--- config.mk ---
export PLATFORM = sky130hd
export DESIGN_NAME = set_assoc_cache
export DESIGN_NICKNAME = d
export VERILOG_FILES = /design/src/rtl/cache_pkg.sv /design/src/rtl/cache_victim_select.sv /design/src/rtl/set_assoc_cache.sv
export SDC_FILE = /design/constraint.sdc
export NUM_CORES = 2
export LEC_CHECK = 0
export ABC_AREA = 1
export ABC_CLOCK_PERIOD_IN_PS = 10650
export CORE_AREA = 2 2 311 313
export CTS_CLUSTER_DIAMETER = 150
export DETAILED_ROUTE_END_ITERATION = 8
export DIE_AREA = 0 0 313 315
export DONT_BUFFER_PORTS = 1
export HOLD_SLACK_MARGIN = 0.03
export PLACE_DENSITY = 0.83
export SKIP_LAST_GASP = 1
export SYNTH_ARGS = -nofsm -noshare
export SYNTH_HDL_FRONTEND = slang
export SYNTH_SLANG_ARGS = --single-unit
--- constraint.sdc ---
create_clock -name clock -period 10.65 [get_ports clock]
set_input_delay 2.13 -clock clock [delete_from_list [all_inputs] [get_ports clock]]
set_output_delay 2.13 -clock clock [all_outputs]
set_load 0.005 [all_outputs]
--- src/rtl/cache_pkg.sv ---
// Shared definitions for the set-associative cache: request codes, miss FSM
// states and the address-split width helpers.
package cache_pkg;

  localparam logic READ  = 1'b0;
  localparam logic WRITE = 1'b1;

  typedef enum logic [1:0] {
    IDLE,
    WRITEBACK,
    FILL
  } state_e;

  function automatic int clog2(input int n);
    int r;
    r = 0;
    while ((1 << r) < n) r++;
    return r;
  endfunction

  function automatic int offset_bits(input int line_width);
    return clog2(line_width / 8);
  endfunction

  function automatic int index_bits(input int sets);
    return clog2(sets);
  endfunction

  function automatic int tag_bits(input int addr_size, input int line_width, input int sets);
    return addr_size - index_bits(sets) - offset_bits(line_width);
  endfunction

  // A direct-mapped configuration still carries one (constant zero) pointer bit.
  function automatic int way_bits(input int ways);
    return (ways > 1) ? clog2(ways) : 1;
  endfunction

endpackage

--- src/rtl/cache_victim_select.sv ---
// Replacement choice for one set: lowest-numbered invalid way, otherwise the
// set's round-robin pointer.
module cache_victim_select
  import cache_pkg::*;
#(
  parameter int  WAYS  = 2,
  localparam int WAY_W = way_bits(WAYS)
) (
  input  logic [WAYS-1:0]  valid,
  input  logic [WAY_W-1:0] rr,
  output logic [WAY_W-1:0] victim
);

  always_comb begin
    victim = rr;
    for (int i = WAYS - 1; i >= 0; i--) begin
      if (!valid[i]) victim = WAY_W'(i);
    end
  end

endmodule

--- src/rtl/set_assoc_cache.sv ---
// N-way set-associative write-back, write-allocate cache with a two-step miss
// FSM (optional writeback, then fill) talking to memory over valid/ack.
module set_assoc_cache
  import cache_pkg::*;
#(
  parameter int    ADDR_SIZE  = 32,
  parameter int    LINE_WIDTH = 128,
  parameter int    SETS       = 4,
  parameter int    WAYS       = 2,
  parameter string CACHE_TYPE = "DATA"
) (
  input  logic                  clock,
  input  logic                  reset_n,
  input  logic                  enable,
  input  logic                  write_or_read,
  input  logic [ADDR_SIZE-1:0]  address,
  input  logic [LINE_WIDTH-1:0] in_data,
  output logic [LINE_WIDTH-1:0] out_data,
  output logic                  ready,
  output logic                  mem_req_valid,
  output logic                  mem_req_write,
  output logic [ADDR_SIZE-1:0]  mem_req_address,
  output logic [LINE_WIDTH-1:0] mem_req_data,
  input  logic                  mem_ack,
  input  logic [LINE_WIDTH-1:0] mem_rdata
);

  localparam int OFF_W = offset_bits(LINE_WIDTH);
  localparam int IDX_W = index_bits(SETS);
  localparam int TAG_W = tag_bits(ADDR_SIZE, LINE_WIDTH, SETS);
  localparam int WAY_W = way_bits(WAYS);

  logic [LINE_WIDTH-1:0]      data_q [SETS][WAYS];
  logic [TAG_W-1:0]           tag_q  [SETS][WAYS];
  logic [SETS-1:0][WAYS-1:0]  valid_q, valid_d, dirty_q, dirty_d;
  logic [SETS-1:0][WAY_W-1:0] rr_q, rr_d;

  state_e           state_q, state_d;
  logic [TAG_W-1:0] lat_tag_q, lat_tag_d;
  logic [IDX_W-1:0] lat_idx_q, lat_idx_d;
  logic [WAY_W-1:0] victim_q, victim_d;

  logic                  mem_req_valid_q, mem_req_valid_d;
  logic                  mem_req_write_q, mem_req_write_d;
  logic [ADDR_SIZE-1:0]  mem_req_address_q, mem_req_address_d;
  logic [LINE_WIDTH-1:0] mem_req_data_q, mem_req_data_d;

  logic                  data_we, tag_we;
  logic [IDX_W-1:0]      wr_idx;
  logic [WAY_W-1:0]      wr_way;
  logic [LINE_WIDTH-1:0] wr_data;

  logic [IDX_W-1:0] req_idx;
  logic [TAG_W-1:0] req_tag;
  logic [WAYS-1:0]  hit_vec;
  logic             hit;
  logic [WAY_W-1:0] hit_way, victim_w;
  logic             unused_offset, unused_cache_type;

  assign req_idx = address[OFF_W +: IDX_W];
  assign req_tag = address[ADDR_SIZE-1 -: TAG_W];
  assign unused_offset = ^address[OFF_W-1:0];
  assign unused_cache_type = (CACHE_TYPE == "");

  genvar gi;
  generate
    for (gi = 0; gi < WAYS; gi++) begin : g_tag_cmp
      assign hit_vec[gi] = valid_q[req_idx][gi] && (tag_q[req_idx][gi] == req_tag);
    end
  endgenerate

  assign hit = |hit_vec;

  always_comb begin
    hit_way = '0;
    for (int i = 0; i < WAYS; i++) begin
      if (hit_vec[i]) hit_way = WAY_W'(i);
    end
  end

  cache_victim_select #(.WAYS(WAYS)) u_victim_select (
    .valid  (valid_q[req_idx]),
    .rr     (rr_q[req_idx]),
    .victim (victim_w)
  );

  assign mem_req_valid   = mem_req_valid_q;
  assign mem_req_write   = mem_req_write_q;
  assign mem_req_address = mem_req_address_q;
  assign mem_req_data    = mem_req_data_q;

  always_comb begin
    state_d           = state_q;
    lat_tag_d         = lat_tag_q;
    lat_idx_d         = lat_idx_q;
    victim_d          = victim_q;
    valid_d           = valid_q;
    dirty_d           = dirty_q;
    rr_d              = rr_q;
    mem_req_valid_d   = mem_req_valid_q;
    mem_req_write_d   = mem_req_write_q;
    mem_req_address_d = mem_req_address_q;
    mem_req_data_d    = mem_req_data_q;
    data_we           = 1'b0;
    tag_we            = 1'b0;
    wr_idx            = req_idx;
    wr_way            = hit_way;
    wr_data           = in_data;
    ready             = 1'b0;
    out_data          = '0;

    case (state_q)
      IDLE: begin
        ready = !enable || hit;
        if (hit) out_data = data_q[req_idx][hit_way];
        if (enable && hit && (write_or_read == WRITE)) begin
          data_we = 1'b1;
          dirty_d[req_idx][hit_way] = 1'b1;
        end else if (enable && !hit) begin
          lat_tag_d       = req_tag;
          lat_idx_d       = req_idx;
          victim_d        = victim_w;
          mem_req_valid_d = 1'b1;
          if (valid_q[req_idx][victim_w] && dirty_q[req_idx][victim_w]) begin
            state_d           = WRITEBACK;
            mem_req_write_d   = 1'b1;
            mem_req_address_d = {tag_q[req_idx][victim_w], req_idx, {OFF_W{1'b0}}};
            mem_req_data_d    = data_q[req_idx][victim_w];
          end else begin
            state_d           = FILL;
            mem_req_write_d   = 1'b0;
            mem_req_address_d = {req_tag, req_idx, {OFF_W{1'b0}}};
          end
        end
      end
      WRITEBACK: begin
        if (mem_ack) begin
          dirty_d[lat_idx_q][victim_q] = 1'b0;
          state_d           = FILL;
          mem_req_write_d   = 1'b0;
          mem_req_address_d = {lat_tag_q, lat_idx_q, {OFF_W{1'b0}}};
        end
      end
      FILL: begin
        if (mem_ack) begin
          data_we = 1'b1;
          tag_we  = 1'b1;
          wr_idx  = lat_idx_q;
          wr_way  = victim_q;
          wr_data = mem_rdata;
          valid_d[lat_idx_q][victim_q] = 1'b1;
          dirty_d[lat_idx_q][victim_q] = 1'b0;
          // Power-of-two way count: natural overflow gives the modulo wrap.
          rr_d[lat_idx_q] = (WAYS > 1) ? rr_q[lat_idx_q] + 1'b1 : '0;
          state_d         = IDLE;
          mem_req_valid_d = 1'b0;
        end
      end
      default: state_d = IDLE;
    endcase
  end

  always_ff @(posedge clock or negedge reset_n) begin
    if (!reset_n) begin
      state_q           <= IDLE;
      valid_q           <= '0;
      dirty_q           <= '0;
      rr_q              <= '0;
      lat_tag_q         <= '0;
      lat_idx_q         <= '0;
      victim_q          <= '0;
      mem_req_valid_q   <= 1'b0;
      mem_req_write_q   <= 1'b0;
      mem_req_address_q <= '0;
      mem_req_data_q    <= '0;
    end else begin
      state_q           <= state_d;
      valid_q           <= valid_d;
      dirty_q           <= dirty_d;
      rr_q              <= rr_d;
      lat_tag_q         <= lat_tag_d;
      lat_idx_q         <= lat_idx_d;
      victim_q          <= victim_d;
      mem_req_valid_q   <= mem_req_valid_d;
      mem_req_write_q   <= mem_req_write_d;
      mem_req_address_q <= mem_req_address_d;
      mem_req_data_q    <= mem_req_data_d;
    end
  end

  // Line storage carries no reset; the valid bits guard it.
  always_ff @(posedge clock) begin
    if (data_we) data_q[wr_idx][wr_way] <= wr_data;
    if (tag_we)  tag_q[wr_idx][wr_way]  <= lat_tag_q;
  end

endmodule

# --- Yosys cells after proc, flatten, opt, wreduce, memory -nomap -nowiden ---
# Memories as Yosys holds them, arrays and structs flattened.
# Index checks and enable logic that the tools add are counted.
word_totals:
  inputBits: 293
  ram_bits: 1232
  wordCells: 159
  regBits: 213
  memories: 2
classes:
  n_addsub: 1
  eq_ne: 10
  n_bitwise: 8
  n_reduce_logical: 27
  n_lt_le_gt_ge: 13
  mux: 78
mem_list:
  columns: ["name", "words", "width", "rd", "rd_ports_with_merged_regs", "wr", "line_no", "text"]
  rows:
  - ["data_q", 4, 256, 1, 0, 1, "set_assoc_cache.sv:33", "logic [LINE_WIDTH-1:0] data_q [SETS][WAYS];"]
  - ["tag_q", 4, 52, 1, 0, 1, "set_assoc_cache.sv:34", "logic [TAG_W-1:0] tag_q [SETS][WAYS];"]
ops:
  columns: ["operator", "count"]
  rows:
  - ["$mux W128", 11]
  - ["$mux W256", 1]
  - ["$demux W128 S1", 1]
  - ["$mux W32", 4]
  - ["$mux W26", 4]
  - ["$pmux W32 S2", 1]
  - ["$eq A26 B26 Y1", 2]
  - ["$mux W52", 1]
  - ["$demux W26 S1", 1]
  - ["$mux W1", 26]
  - ["$mux W2", 11]
  - ["$mux W8", 2]
  - ["$or A8 B8 Y8", 2]
  - ["$pmux W8 S2", 1]
  - ["$reduce_and A4 Y1", 4]
  - ["$logic_and A1 B1 Y1", 11]
  - ["$ne A2 B2 Y1 const B", 5]
  - ["$and A8 B8 Y8", 1]
  - ["$bmux W2 S2", 2]
  - ["$demux W2 S2", 2]
  - ["$not A8 Y8", 1]
  - ["$ge A2 B2 Y1 const B", 3]
  - ["$lt A1 B2 Y1 const B", 3]
  - ["$lt A2 B3 Y1 const B", 2]
  - ["22 further kinds", 35]

# --- Depth between registers and ports, before layout ---
logic_depth:
  word_depth: 13
  ltp_mapped: 23

# --- By module ---
# Synthesis repeated with hierarchy kept, for this count alone.
unflattened:
  cells_unflattened: 5190
  hier_area_um2: 59625.9
by_module_without_submodules:
  columns: ["mod", "n_inst", "area_each_um2", "cells_each"]
  rows:
  - ["set_assoc_cache", 1, 59609.7, 5187]
  - ["cache_victim_select", 1, 16.3, 3]

# --- Worst setup path before layout ---
# OpenSTA, ideal clock, no wires.
synth_timing:
  kind: "input-to-reg"
  start: "input address[4]"
  end: "memory data_q[0][0] (netlist bit), enable pin"
  slack_ns: 0.950
  arrival_time_ns: 9.083
  required_time_ns: 10.033
  setup_ns: 0.617
  stages: 14
  n_path_buf: 3
  cell_sequence: "buf_6 buf_6 nor2_2 a21oi_1 nand3_1 nand2_1 nor2_1 nand3_1 nor2_1 nand2_2 buf_2 a21oi_1 nand2_1 nor2_1"
synth_between:
  elab_chain_len: 12
synth_rtl:
  columns: ["element", "line_no", "text"]
  rows:
  - ["start: declaration", "set_assoc_cache.sv:16", "input logic [ADDR_SIZE-1:0] address,"]
  - ["$mem_v2 Z4 W52 / $bmux W2 S2 (equally long branches)", null, null]
  - ["$eq A26 B26 Y1 / $mux W2 (equally long branches)", "set_assoc_cache.sv:68", "assign hit_vec[gi] = valid_q[req_idx][gi] && (tag_q[req_idx][gi] == req_tag);"]
  - ["$logic_and A1 B1 Y1", "set_assoc_cache.sv:68", null]
  - ["$mux W1", "set_assoc_cache.sv:77", "if (hit_vec[i]) hit_way = WAY_W'(i);"]
  - ["$mux W1", "set_assoc_cache.sv:145", "if (mem_ack) begin"]
  - ["$mux W1", "set_assoc_cache.sv:112", "case (state_q)"]
  - ["$not A1 Y2 (not written as such)", "set_assoc_cache.sv:193", "if (data_we) data_q[wr_idx][wr_way] <= wr_data;"]
  - ["$ge A2 B2 Y1 (not written as such) / $lt A2 B1 Y1 (equally long branches)", "set_assoc_cache.sv:193", null]
  - ["$logic_and A1 B1 Y1 (not written as such)", "set_assoc_cache.sv:193", null]
  - ["$mux W128 (not written as such)", "set_assoc_cache.sv:193", null]
  - ["$demux W128 S1", "set_assoc_cache.sv:193", null]
  - ["$mux W256 (not written as such)", "set_assoc_cache.sv:193", null]
  - ["end: declaration", "set_assoc_cache.sv:33", null]
# Several ways; a longest one is shown, not always the timed one. The select of a mux whose other input is x is not followed.

# --- Worst setup path after layout ---
layout_timing:
  start: "input address[4]"
  end: "output out_data[54]"
layout_between:
  elab_chain_len: 10
layout_rtl:
  columns: ["element", "line_no", "text"]
  rows:
  - ["$mem_v2 Z4 W52 / $bmux W2 S2 (equally long branches)", null, null]
  - ["$eq A26 B26 Y1 / $mux W2 (equally long branches)", "set_assoc_cache.sv:68", null]
  - ["$logic_and A1 B1 Y1", "set_assoc_cache.sv:68", null]
  - ["$mux W1", "set_assoc_cache.sv:77", null]
  - ["$not A1 Y2 (not written as such)", "set_assoc_cache.sv:115", "if (hit) out_data = data_q[req_idx][hit_way];"]
  - ["$mux W128 (not written as such) (3 in a row)", "set_assoc_cache.sv:115", null]
  - ["$mux W128 (*)", "set_assoc_cache.sv:115", null]
  - ["$mux W128 (*)", "set_assoc_cache.sv:112", null]
  - ["end: declaration", "set_assoc_cache.sv:18", "output logic [LINE_WIDTH-1:0] out_data,"]
# Every way passes the cells marked *; elsewhere a longest branch is shown, timed or not. The select of a mux whose other input is x is not followed.

==> results.py <==
metrics = {
    "outcome": {
        "run_status": "complete, but fails checks",
        "violations": "DRC",
    },
    "floorplan": {
        "core-area_um2": 95700,
        "rows": 114,
        "fp.dieW_um": 313,
        "initial_core_util": 0.624,
        "pin_count": 584,
        "fp.dieH_um": 315,
        "dieArea_um2": 98600,
    },
    "pwr": {
        "p_comb_frac": 0.183,
        "pwr-share-seq": 0.502,
        "powerDensity_nw_per_um2": 241,
        "vdd_drop_max_mv": 0.208,
        "p_sw_frac": 0.304,
        "p_sw_mw": 4.78,
        "internal_power_mw": 10.9,
        "p_clk_frac": 0.315,
        "p_leak_nw": 24.8,
    },
    "setup_path": {
        "cp.required_ps": 8520,
        "cp-start-kind": "input pin",
        "crit_chain": "clkinv_2, buf_4, nand2_1, nand2_1, nand2_1, nand2_1, nand2_1, nand2_1, nor2_1, nand3_1, nor2_1, nand2_8, buf_4, buf_4, nand2_1, o21ai_0, inv_1, nor2_1",
        "end_kind": "output port",
        "max_stage_delay_ps": 830,
        "slowest_stage": "buf_4",
        "setup.worst_path.class": "in2out",
        "crit_fanout": 100,
        "crit_path_frequent_cell": "nand2_1",
        "arrival_ps": 6380,
    },
    "place": {
        "place_area_um2": 60600,
        "place_congestion": 0.932,
        "dp.cells": 6134,
        "hpwl_um": 83800,
        "io_buffers": 0,
    },
    "cells_and_area": {
        "nNetsFinal": 5298,
        "syn_to_final_growth_pct": 9.27,
        "drive_gt1_frac": 0.0586,
        "fin_cells": 6396,
        "insertedDiodeCount": 0,
        "finalInstanceArea_um2": 65200,
        "fillers": 6284,
    },
    "yosys": {
        "syn_area_um2": 59700,
        "yosysSeqAreaShare": 0.708,
        "synth.avg_cell_area_um2": 11.7,
        "synth.distinct_cells": 37,
        "ys_seq_elements": 1441,
        "synthCells": 5107,
        "yosys_warnings": 0,
        "synth_ff_type": "edfxtp_1",
        "synthArstFlopShare": 0.145,
        "synth_edf_count": 1232,
    },
    "global_routing": {
        "grt_use_total": 0.307,
        "grt_pass1_vias": 39100,
        "grt_overflow": 0,
        "grt_pass1_wl_um": 229000,
        "grt_max_degree": 210,
        "antenna_found_initial": 4,
    },
    "clock_network": {
        "cts_resized": 0,
        "htreeDepth": 4,
        "numCtsBuffers": 141,
        "clkLatencyLatePin_ps": 770,
        "cts.path.max_buffers": 3,
        "cts-root-buf": "clkbuf_16",
        "path_clk_slew_ps": 60,
        "cts_tree": "built",
        "cts_sinks": 1441,
        "cts_setup_buffers": 0,
        "cts-hold-fix-buffers": 0,
    },
    "route": {
        "drc_errors": 1,
        "postRouteAntennaNets": 0,
        "num_vias": 40700,
        "wl_um": 155000,
        "routedWlPerCell_um": 24.2,
        "drtPass1Iterations": 9,
        "vias_per_cell": 6.37,
        "drt_iter0_markers": 5406,
    },
    "timing": {
        "skew_ps": 31.8,
        "grt_setup_unrepaired": "no",
        "clock.fmax_mhz": 118,
        "period_share": 0.799,
        "setup_viol_count_final": 0,
        "hold_violations": 0,
        "tns_ps": 0,
        "fin_crit_ps": 8510,
        "maxSlewViolCount": 0,
        "max_slew_margin": 0.181,
        "worstMarginPinSlew_ps": 1230,
    },
    "min_path": {
        "hold_path.class": "reg2reg",
    },
    "flow_run": {
        "maxCapViolations": 0,
    },
}
==> synth_stat cells, types with 2 or more instances <==
cell type | number | area share
nand2_1 | 1638 | 0.10
edfxtp_1 | 1232 | 0.62
nor2_1 | 336 | 0.021
a22oi_1 | 229 | 0.029
inv_1 | 211 | 0.013
dfrtp_1 | 209 | 0.088
clkbuf_1 | 198 | 0.012
o21ai_0 | 174 | 0.015
a21oi_1 | 153 | 0.013
nand3_1 | 131 | 0.011
a221oi_1 | 128 | 0.019
a22o_1 | 128 | 0.019
o21a_1 | 128 | 0.016
buf_2 | 64 | 0.0054
o211ai_1 | 27 | 0.0034
buf_1 | 23 | 0.0014
buf_4 | 21 | 0.0026
nand4_1 | 12 | 0.0013
o21ai_1 | 11 | 0.00092
o22ai_1 | 6 | 0.00063
or2_2 | 6 | 0.00063
inv_2 | 5 | 0.00031
o31ai_1 | 5 | 0.00063
buf_6 | 4 | 0.00075
ha_1 | 4 | 0.00084
nand2_2 | 4 | 0.00042
a31oi_1 | 3 | 0.00031
nor2_2 | 3 | 0.00031
nor3_1 | 3 | 0.00025
nor4_1 | 3 | 0.00031
nor3b_1 | 2 | 0.00025
==> sequential cells by signal, summed over array words and instances, names as in the netlist <==
signal           count
mem_req_valid        1
mem_req_data       128
mem_req_write        1
mem_req_address     28
rr_q                 4
valid_q              8
state_q              2
dirty_q              8
victim_q             1
lat_tag_q           26
lat_idx_q            2
data_q            1024
tag_q              208
==> power by group through the flow <==
stage	clock, mW	combinational, mW	sequential, mW
detailed placement	0	2.80	7.99
global route	5.21	3.16	7.96
floorplan	0	1.94	7.85
CTS	4.99	2.83	7.88
global placement	0	2.68	7.95
finish	4.95	2.88	7.89
==> stage by stage <==
stage	total power, mW	hold WS (ps)	utilization	worst slack, ps
2_1_floorplan	9.79	428	-	950
3_3_place_gp	10.6	438	0.633	2500
3_5_place_dp	10.8	450	0.633	2400
4_1_cts	15.7	465	0.681	2300
5_1_grt	16.3	474	0.681	1960
6_report	15.7	470	0.681	2140
==> worst max-delay path, delay by kind of cell <==
kind                   cells  cell delay (ps)
AO/OA/AOI/OAI              1              120
AND/OR/NAND/NOR           12             1450
buffers and inverters      5             2380
==> cells in the final DEF (no fill, tap or decap), drive strengths merged <==
| master | count |
|---|---|
| a21oi | 154 |
| a221oi | 128 |
| a22o | 128 |
| a22oi | 229 |
| a31oi | 3 |
| buf | 58 |
| bufinv | 9 |
| clkbuf | 202 |
| clkinv | 41 |
| clkinvlp | 6 |
| conb | 4 |
| dfrtp | 209 |
| edfxtp | 1232 |
| ha | 4 |
| inv | 221 |
| nand2 | 1642 |
| nand3 | 131 |
| nand3b | 1 |
| nand4 | 12 |
| nor2 | 340 |
| nor3 | 3 |
| nor3b | 2 |
| nor4 | 3 |
| o211ai | 27 |
| o21a | 128 |
| o21ai | 185 |
| o221ai | 1 |
| o22ai | 6 |
| o31ai | 5 |
| or2 | 6 |
==> final cells by class <==
cell class | instances | area (um^2) | share of cell area
clock buffers | 202 | 3980 | 0.0611
clock inverters | 60 | 642 | 0.00984
inverters | 217 | 841 | 0.0129
multi-input cells | 3142 | 15400 | 0.237
flip-flops and latches | 1441 | 42200 | 0.648
well taps | 1276 | 1600 | 0.0245
repair buffers | 58 | 498 | 0.00764
==> cells by family after synthesis <==
family / Yosys count / share of synthesized area
compound gates: 994 / 0.116
fa+ha+maj: 4 / 0.000839
buf+inv: 527 / 0.0363
flops: 1441 / 0.708
other cells: 1 / 0.0000628
simple gates: 2140 / 0.139
==> layer usage <==
metal	vias up	part of all wire	track usage
met1	19700	0.37	0.411
met2	2698	0.48	0.498
met3	431	0.10	0.0539
met5	-	0.00016	0
li1	17900	-	-
met4	4	0.043	0.143
==> worst paths after layout <==
path	from	endpoint	slack (ps)	cells past startpoint
setup / recovery	address[4]	out_data[54]	2140	18
hold / removal	valid_q[3]	valid_q[3]	470	2
setup reg to reg	valid_q[3]	mem_req_data[43]	5340	16
hold reg to reg	valid_q[3]	valid_q[3]	470	2
max in group asynchronous	reset_n	mem_req_data[61]	9220	0
min in group asynchronous	reset_n	mem_req_address[16]	1070	0
No activity file was read; power rests on OpenSTA's default activity.
